**config.mk**
```make
export PLATFORM = sky130hd
export DESIGN_NAME = seg_scan_decoder
export DESIGN_NICKNAME = d
export VERILOG_FILES = /design/src/rtl/seg_scan_decoder.sv
export SDC_FILE = /design/constraint.sdc
export NUM_CORES = 1
export LEC_CHECK = 0
export ABC_AREA = 0
export BUFFER_PORTS_ARGS = -buffer_cell sky130_fd_sc_hd__buf_2
export CORE_ASPECT_RATIO = 0.75
export CORE_MARGIN = 2
export CORE_UTILIZATION = 50
export DETAILED_ROUTE_END_ITERATION = 8
export GPL_TIMING_DRIVEN = 0
export PLACE_DENSITY = 0.72
export SYNTH_ARGS = -nofsm -noshare
export SYNTH_HDL_FRONTEND = slang
export SYNTH_SLANG_ARGS = --single-unit
export TNS_END_PERCENT = 5
```
**constraint.sdc**
```tcl
create_clock -name clk -period 5.6 [get_ports clk]
set_input_delay 0.84 -clock clk [delete_from_list [all_inputs] [get_ports clk]]
set_output_delay 0.84 -clock clk [all_outputs]
set_load 0.01 [all_outputs]
```
**src/rtl/seg_scan_decoder.sv**
```systemverilog
// seg_scan_decoder
//   Receive side of a multiplexed 7-segment scan bus. The bus is registered,
//   each stable dwell of {an,c} is sampled once, the hex glyph is decoded, and
//   digits 0..NDIG-1 are reassembled into one value. Blanking, out-of-order
//   digits and non-hex glyphs are flagged.
//
// Ports
//   clk        system clock
//   rst        synchronous reset, active low
//   c[6:0]     scanned cathodes, active low (bit6 = g ... bit0 = a)
//   an[7:0]    scanned anode enables, active low
//   value      last completely decoded value, digit k in value[4k+3:4k]
//   valid      one-cycle pulse, value updated this cycle
//   blank      level, the bus is showing the blank/clear pattern
//   frame_err  one-cycle pulse, a digit arrived out of sequence
//   digit_err  one-cycle pulse, a sampled cathode pattern is not a hex glyph
module seg_scan_decoder #(
  parameter int NDIG   = 4,
  parameter int SETTLE = 2
) (
  input  logic              clk,
  input  logic              rst,
  input  logic [6:0]        c,
  input  logic [7:0]        an,
  output logic [4*NDIG-1:0] value,
  output logic              valid,
  output logic              blank,
  output logic              frame_err,
  output logic              digit_err
);

  typedef enum logic {IDLE, COLLECT} state_t;

  localparam logic [3:0] SETTLE_C  = 4'(SETTLE);
  localparam logic [3:0] SETTLE_M1 = 4'(SETTLE - 1);
  localparam logic [2:0] LAST_IDX  = 3'(NDIG - 1);

  logic [7:0]        r_an_q, r_an_d;
  logic [6:0]        r_c_q, r_c_d;
  logic [14:0]       prev_q, prev_d;
  logic [3:0]        cnt_q, cnt_d;
  logic              smp_q, smp_d;
  logic [7:0]        smp_an_q, smp_an_d;
  logic [6:0]        smp_c_q, smp_c_d;
  state_t            state_q, state_d;
  logic [2:0]        e_q, e_d;
  logic [4*NDIG-1:0] asm_q, asm_d;
  logic [4*NDIG-1:0] value_q, value_d;
  logic              valid_q, valid_d;
  logic              blank_q, blank_d;
  logic              frame_err_q, frame_err_d;
  logic              digit_err_q, digit_err_d;

  logic              is_digit, is_blank, high_ok;
  logic [2:0]        dig_k;
  int                zeros;
  logic              glyph_ok;
  logic [3:0]        glyph_nib;

  // Inverse of the hex glyph table: returns {recognised, nibble}.
  function automatic logic [4:0] glyph_dec(input logic [6:0] p);
    case (p)
      7'b1000000: glyph_dec = 5'h10;
      7'b1111001: glyph_dec = 5'h11;
      7'b0100100: glyph_dec = 5'h12;
      7'b0110000: glyph_dec = 5'h13;
      7'b0011001: glyph_dec = 5'h14;
      7'b0010010: glyph_dec = 5'h15;
      7'b0000010: glyph_dec = 5'h16;
      7'b1111000: glyph_dec = 5'h17;
      7'b0000000: glyph_dec = 5'h18;
      7'b0010000: glyph_dec = 5'h19;
      7'b0001000: glyph_dec = 5'h1A;
      7'b0000011: glyph_dec = 5'h1B;
      7'b1000110: glyph_dec = 5'h1C;
      7'b0100001: glyph_dec = 5'h1D;
      7'b0000110: glyph_dec = 5'h1E;
      7'b0001110: glyph_dec = 5'h1F;
      default:    glyph_dec = 5'h00;
    endcase
  endfunction

  // Stage 0 -> 1: input register and stability counter. The strobe fires
  // once per dwell; saturation keeps a long dwell from re-firing.
  always_comb begin
    r_an_d = an;
    r_c_d  = c;
    prev_d = {r_an_q, r_c_q};
    if ({r_an_q, r_c_q} != prev_q) begin
      cnt_d = 4'd0;
    end else if (cnt_q >= SETTLE_C) begin
      cnt_d = SETTLE_C;
    end else begin
      cnt_d = cnt_q + 4'd1;
    end
    smp_d    = (cnt_d == SETTLE_M1);
    smp_an_d = r_an_q;
    smp_c_d  = r_c_q;
  end

  // Stage 1 -> 2: classify the sampled pattern.
  always_comb begin
    zeros   = 0;
    dig_k   = 3'd0;
    high_ok = 1'b1;
    for (int i = 0; i < 8; i++) begin
      if (i < NDIG) begin
        if (!smp_an_q[i]) begin
          zeros = zeros + 1;
          dig_k = 3'(i);
        end
      end else if (!smp_an_q[i]) begin
        high_ok = 1'b0;
      end
    end
    is_digit = high_ok && (zeros == 1);
    is_blank = (smp_an_q == 8'h00) && (smp_c_q == 7'b1000000);
  end

  assign {glyph_ok, glyph_nib} = glyph_dec(smp_c_q);

  // FSM next state.
  always_comb begin
    state_d = state_q;
    e_d     = e_q;
    if (smp_q) begin
      if (is_blank) begin
        state_d = IDLE;
      end else if (is_digit) begin
        if (!glyph_ok) begin
          state_d = IDLE;
        end else if (state_q == IDLE) begin
          if (dig_k == 3'd0) begin
            state_d = COLLECT;
            e_d     = 3'd1;
          end
        end else if (dig_k == e_q) begin
          if (e_q == LAST_IDX) begin
            state_d = IDLE;
          end else begin
            e_d = e_q + 3'd1;
          end
        end else if (dig_k == 3'd0) begin
          // Out-of-order digit 0 restarts the frame rather than dropping it.
          e_d = 3'd1;
        end else begin
          state_d = IDLE;
        end
      end
    end
  end

  // FSM outputs and assembly datapath.
  always_comb begin
    asm_d       = asm_q;
    value_d     = value_q;
    valid_d     = 1'b0;
    blank_d     = blank_q;
    frame_err_d = 1'b0;
    digit_err_d = 1'b0;
    if (smp_q) begin
      if (is_blank) begin
        value_d = '0;
        blank_d = 1'b1;
      end else if (is_digit) begin
        if (!glyph_ok) begin
          digit_err_d = 1'b1;
        end else if (state_q == IDLE) begin
          if (dig_k == 3'd0) begin
            asm_d[3:0] = glyph_nib;
          end
        end else if (dig_k == e_q) begin
          for (int k = 0; k < NDIG; k++) begin
            if (3'(k) == dig_k) asm_d[4*k +: 4] = glyph_nib;
          end
          if (e_q == LAST_IDX) begin
            value_d = asm_d;
            valid_d = 1'b1;
            blank_d = 1'b0;
          end
        end else begin
          frame_err_d = 1'b1;
          if (dig_k == 3'd0) asm_d[3:0] = glyph_nib;
        end
      end
    end
  end

  // FSM state register.
  always_ff @(posedge clk) begin
    if (!rst) begin
      state_q <= IDLE;
      e_q     <= 3'd0;
    end else begin
      state_q <= state_d;
      e_q     <= e_d;
    end
  end

  // Control and output registers.
  always_ff @(posedge clk) begin
    if (!rst) begin
      r_an_q      <= 8'hFF;
      r_c_q       <= 7'h7F;
      prev_q      <= {8'hFF, 7'h7F};
      cnt_q       <= 4'd0;
      smp_q       <= 1'b0;
      asm_q       <= '0;
      value_q     <= '0;
      valid_q     <= 1'b0;
      blank_q     <= 1'b0;
      frame_err_q <= 1'b0;
      digit_err_q <= 1'b0;
    end else begin
      r_an_q      <= r_an_d;
      r_c_q       <= r_c_d;
      prev_q      <= prev_d;
      cnt_q       <= cnt_d;
      smp_q       <= smp_d;
      asm_q       <= asm_d;
      value_q     <= value_d;
      valid_q     <= valid_d;
      blank_q     <= blank_d;
      frame_err_q <= frame_err_d;
      digit_err_q <= digit_err_d;
    end
  end

  // Sampled pattern: qualified by smp_q, so it needs no reset.
  always_ff @(posedge clk) begin
    smp_an_q <= smp_an_d;
    smp_c_q  <= smp_c_d;
  end

  assign value     = value_q;
  assign valid     = valid_q;
  assign blank     = blank_q;
  assign frame_err = frame_err_q;
  assign digit_err = digit_err_q;

endmodule

```
==> out/qor.csv, run 1 <==
stage,metric,value,unit
outcome,status,completed,
min_path,Hold WC Path Type,reg -> reg,
global_route,Congestion Overflow GR,0,
floorplan,Die ar.,8320,sq um
detailed_routing,vias,3011,
timing,setup_tns,0,ps
cells_and_area,number of diodes,0,
detailed_routing,1st-iter DRT viols,273,
power_and_ir_drop,Comb pwr share,0.070,
worst_setup_path,crit path launch type,flip-flop,
detailed_routing,wire length per cell,15.0,um
flow_run,max cap viols,0,
clock_tree,postcts setup bufs,0,
clock_tree,CTS tree,done,
power_and_ir_drop,Pwr per Cell Area,278,nW/um^2
timing,worst slew pin tran,781,ps
detailed_routing,first-pass iteration count of the detailed router,5,
worst_setup_path,"Max FO, Critical Path",10,
detailed_routing,number of remaining DRC errors,0,
worst_setup_path,Setup Crit Path Kind,reg -> reg,
timing,Tcrit/Tclk final,0.617,
placement,dpl cells,530,
power_and_ir_drop,clock share of power,0.372,
floorplan,die span in y,79.5,um
detailed_routing,remaining antenna violation count,0,
clock_tree,root buf cell,clkbuf_8,
synth,Post-synth top flop,dfxtp_1,
power_and_ir_drop,sw power,0.292,mW
clock_tree,H-Tree Depth,3,
timing,Peak Freq,289,MHz
power_and_ir_drop,Net Sw Frac,0.245,
synth,Post-Syn Area,3800,sq um
global_route,antenna violations before repair,0,
floorplan,total core area,7360,sq um
clock_tree,CTS Buf Count,9,
synth,asr flop ratio synth,0,
synth,Synthesized Nets,417,
power_and_ir_drop,Seq pwr share,0.559,
synth,"Seq/Total Area, Yosys",0.474,
cells_and_area,share of cells above drive strength 1,0.169,
floorplan,initial core utilization,0.516,
timing,# setup viols final,0,
synth,Netlist cell types,62,
clock_tree,PostCTS Resize Cnt,0,
synth,Cells after Synth,393,
detailed_routing,vias per inst,5.51,
floorplan,die width,105,um
synth,"FF+latch count, synth",90,
cells_and_area,Non-Filler Instances,546,
clock_tree,Clock Latency Late Sink,350,ps
clock_tree,clk slew on worst S/H paths,90,ps
global_route,largest net degree at the start of global routing,17,
timing,slew margin rel.,0.477,
global_route,first-pass GRT wire length,13800,um
power_and_ir_drop,cell-internal power,0.903,mW
timing,crit path time final,3460,ps
detailed_routing,total wire length,8200,um
global_route,GRT Total Usage,0.208,
placement,Detailed Place HPWL,6070,um
power_and_ir_drop,Pwr Total,1.20,mW
timing,final hold viol count,0,
power_and_ir_drop,VDD IR max,0.172,mV
worst_setup_path,Critical Path AT,3700,ps
clock_tree,clk sinks,90,
synth,Synth warnings,0,
timing,RSZ-0062 raised after global routing,no,
cells_and_area,nets,464,
floorplan,row count,27,
clock_tree,clock buffer depth,2,
placement,Port Buffer Count,36,
synth,Syn Area/Cell,9.67,sq um
synth,number of flops mapped to enable cells by yosys,0,
worst_setup_path,Crit. End Element,flip-flop,
timing,Final Slew Violations,0,
cells_and_area,final core occ,0.584,
timing,Max Clock Skew,9.04,ps
global_route,vias in the first global route,2878,
cells_and_area,Area Overhead vs Synth,13.3,%
placement,GPL Wtd Cong,0.913,
floorplan,number of I/O pins,37,
power_and_ir_drop,Pleak,1.74,nW
clock_tree,"Hold-fix buffers, CTS",0,
worst_setup_path,worst path required time,5850,ps
state kept, by name, indices dropped and copies added, names as in the netlist, 3 cells and up:
register  flops
cnt_q         4
smp_c_q       7
value        16
prev_q       15
r_an_q        8
e_q           3
asm_q        16
r_c_q         7
smp_an_q      8
Yosys cell counts, types with 9 or more instances:
library cell | number | share of area
a21oi_1 | 11 | 0.014
buf_2 | 9 | 0.012
dfxtp_1 | 90 | 0.47
inv_1 | 10 | 0.0099
mux2i_1 | 10 | 0.026
nand2_1 | 25 | 0.025
nand2b_1 | 38 | 0.063
nand3_1 | 9 | 0.012
nand4_1 | 9 | 0.015
nor2_1 | 35 | 0.035
o21ai_0 | 11 | 0.014
xnor2_1 | 17 | 0.039
worst paths after layout:
check | to | cells after the start | slack, ps | start
max | value[3]$_SDFFE_PN0P_ | 10 | 2140 | smp_an_q[1]$_DFF_P_
min | smp_c_q[5]$_DFF_P_ | 0 | 380 | r_c_q[5]$_SDFF_PN1_
max reg2reg | value[3]$_SDFFE_PN0P_ | 10 | 2140 | smp_an_q[1]$_DFF_P_
min reg2reg | smp_c_q[5]$_DFF_P_ | 0 | 380 | r_c_q[5]$_SDFF_PN1_
kinds of logic (layout without fill, tap and decap cells):
kind of cell             Yosys count  after routing  synth area share
multiplexers                      12             12            0.0323
AND/OR/NAND/NOR                  158            158             0.231
other                              1              1          0.000987
buffers and inverters             30             82            0.0346
flip-flops                        90             90             0.474
AO/OA/AOI/OAI                     77             77             0.163
XOR/XNOR                          18             18            0.0415
adder cells (fa/ha/maj)            7              7            0.0231
layout by cell type (no fill, tap or decap), types with 10 or more instances in the layout:
cell type	instances
nand2_1	25
mux2i_1	10
buf_2	45
a21oi_1	11
o21ai_0	11
xnor2_1	17
dfxtp_1	90
nand2b_1	38
nor2_1	35
inv_1	10
metal layers:
metal / up-vias / part of all wire / GRT usage
li1: 1488 / - / -
met2: 95 / 0.43 / 0.328
met5: - / 0 / 0
met4: 0 / 0.0083 / 0.0467
met1: 1420 / 0.50 / 0.291
met3: 8 / 0.060 / 0.0514
metrics by stage:
stage	hold slack [ps]	setup slack [ps]	instance area, sq um
4_1_cts	382	2200	4300
5_1_grt	383	1980	4300
3_3_place_gp	373	2300	4110
6_report	382	2140	4300
2_1_floorplan	359	2770	3800
3_5_place_dp	371	2220	4110
power by group through the flow:
stage / logic [mW] / registers, mW / clock network (mW)
2_1_floorplan: 0.0614 / 0.679 / 0
3_3_place_gp: 0.0804 / 0.682 / 0
3_5_place_dp: 0.0823 / 0.683 / 0
4_1_cts: 0.0827 / 0.668 / 0.450
5_1_grt: 0.0931 / 0.670 / 0.478
6_report: 0.0834 / 0.668 / 0.444
final cells by class:
type | count | area [sq um]
Buffer | 19 | 90.1
Clock buffer | 10 | 128
Clock inverter | 6 | 70.1
Fill cell | 663 | 3060
Inverter | 11 | 41.3
Multi-Input combinational cell | 273 | 1870
Sequential cell | 90 | 1800
Tap cell | 101 | 126
Timing Repair Buffer | 36 | 180
worst max-delay path, stage by stage, from the launching register on:
cell	delay [ps]
dfxtp_1	430
inv_1	110
ha_1	370
xnor2_1	160
ha_1	320
o311ai_1	320
nand4_2	320
a311oi_2	680
nor3_2	200
buf_2	240
o22a_1	190
No activity file was read; power rests on OpenSTA's default activity.
==> run 2, diff against run 1 <==
clock period = 3.42 ns   (was 5.6 ns; I/O delays follow)
==> out/qor.csv, run 2 (synthesis results as in run 1) <==
stage,metric,value,unit
cells_and_area,final core occ,0.586,
clock_tree,CTS tree,done,
placement,Port Buffer Count,36,
global_route,GRT Total Usage,0.208,
placement,Detailed Place HPWL,6070,um
clock_tree,clk sinks,90,
power_and_ir_drop,VDD IR max,0.283,mV
timing,Tcrit/Tclk final,0.924,
worst_setup_path,Setup Crit Path Kind,reg -> reg,
worst_setup_path,worst path required time,3670,ps
power_and_ir_drop,Pleak,1.76,nW
cells_and_area,share of cells above drive strength 1,0.171,
worst_setup_path,crit path launch type,flip-flop,
detailed_routing,first-pass iteration count of the detailed router,5,
floorplan,initial core utilization,0.516,
cells_and_area,nets,464,
min_path,Hold WC Path Type,in -> reg,
detailed_routing,1st-iter DRT viols,224,
clock_tree,clock buffer depth,2,
cells_and_area,number of diodes,0,
worst_setup_path,CP top delay family,compound AO/OA/AOI/OAI gates,
global_route,first-pass GRT wire length,13800,um
floorplan,total core area,7360,sq um
outcome,status,completed,
global_route,Congestion Overflow GR,0,
timing,# setup viols final,0,
global_route,vias in the first global route,2878,
detailed_routing,vias,3045,
cells_and_area,most frequent cells in the layout,"89 x dfxtp_1, 45 x buf_2, 38 x nand2b_1, 35 x nor2_1, 25 x nand2_1",
placement,pre-CTS setup slack,41.8,ps
timing,Max Clock Skew,10.5,ps
floorplan,row count,27,
floorplan,die width,105,um
cells_and_area,"commonest non-fill, non-tap cell in the layout",dfxtp_1,
worst_setup_path,CP bufs+invs,2,
timing,crit path time final,3160,ps
clock_tree,PostCTS Resize Cnt,0,
timing,Final Slew Violations,0,
timing,final hold viol count,0,
detailed_routing,total wire length,8240,um
clock_tree,"Hold-fix buffers, CTS",0,
timing,setup ws final,259,ps
floorplan,number of I/O pins,37,
cells_and_area,layout filler cell count,663,
clock_tree,Clock Latency Late Sink,350,ps
clock_tree,CTS Buf Count,9,
cells_and_area,Area Overhead vs Synth,13.7,%
timing,worst slew pin tran,787,ps
floorplan,die span in y,79.5,um
floorplan,Die ar.,8320,sq um
power_and_ir_drop,Pwr per Cell Area,454,nW/um^2
clock_tree,root buf cell,clkbuf_8,
placement,GPL Wtd Cong,0.913,
global_route,largest net degree at the start of global routing,17,
detailed_routing,wire length per cell,15.1,um
worst_setup_path,Crit path top cell by count,ha_1,
clock_tree,postcts setup bufs,0,
timing,RSZ-0062 raised after global routing,no,
worst_setup_path,Crit. End Element,flip-flop,
clock_tree,H-Tree Depth,3,
worst_setup_path,Critical Path Max Stage Delay,510,ps
timing,slew margin rel.,0.473,
detailed_routing,number of remaining DRC errors,0,
timing,Peak Freq,316,MHz
worst_setup_path,Critical Path AT,3410,ps
worst_setup_path,CP Cell Sequence,"inv_1, ha_1, xnor2_1, ha_1, o311ai_1, nand4_2, a311oi_4, nor3_2, buf_2, o22a_1",
clock_tree,clk slew on worst S/H paths,90,ps
detailed_routing,vias per inst,5.58,
worst_setup_path,CP max stage cell,a311oi_4,
worst_setup_path,"Max FO, Critical Path",10,
timing,setup_tns,0,ps
detailed_routing,remaining antenna violation count,0,
global_route,antenna violations before repair,0,
timing,Hold WS,330,ps
flow_run,max cap viols,0,
==> run 2: cell counts in the layout (fill, tap and decap cells not counted) <==
Identical to the previous run, type by type.
==> run 2: worst paths after layout <==
check             slack (ps)                    end                start  cells after the start
setup / recovery         260  value[3]$_SDFFE_PN0P_  smp_an_q[1]$_DFF_P_                     10
hold / removal           330    r_c_q[4]$_SDFF_PN1_                 c[4]                      2
setup reg to reg         260  value[3]$_SDFFE_PN0P_  smp_an_q[1]$_DFF_P_                     10
hold reg to reg          380     smp_c_q[5]$_DFF_P_  r_c_q[5]$_SDFF_PN1_                      0
==> run 2: through the flow <==
stage,cell area [sq um],power [mW],std cells
after floorplan,3800,1.21,393
after global placement,4110,1.25,530
after detailed placement,4110,1.25,530
after CTS,4300,1.97,546
after global routing,4320,2.03,546
final,4320,1.96,546
==> run 2: cell type report <==
class / instances / area (sq um) / share of cell area
well taps: 101 / 126 / 0.0293
repair buffers: 36 / 180 / 0.0417
multi-input cells: 273 / 1880 / 0.435
plain buffers: 19 / 90.1 / 0.0209
clock inverters: 6 / 70.1 / 0.0162
clock buffers: 10 / 128 / 0.0296
inverters: 11 / 41.3 / 0.00956
flip-flops and latches: 90 / 1800 / 0.418
==> run 2: layer usage <==
layer / wire length (um) / GRT usage
met4: 59 / 0.0467
met1: 4000 / 0.291
met3: 585 / 0.0514
met2: 3600 / 0.328
met5: 0 / 0
==> run 2: where the power goes <==
group          internal, mW  switching [mW]  total, mW
registers              1.07          0.0195       1.09
logic                0.0571          0.0801      0.137
clock network         0.348           0.382      0.729
total                  1.48           0.481       1.96
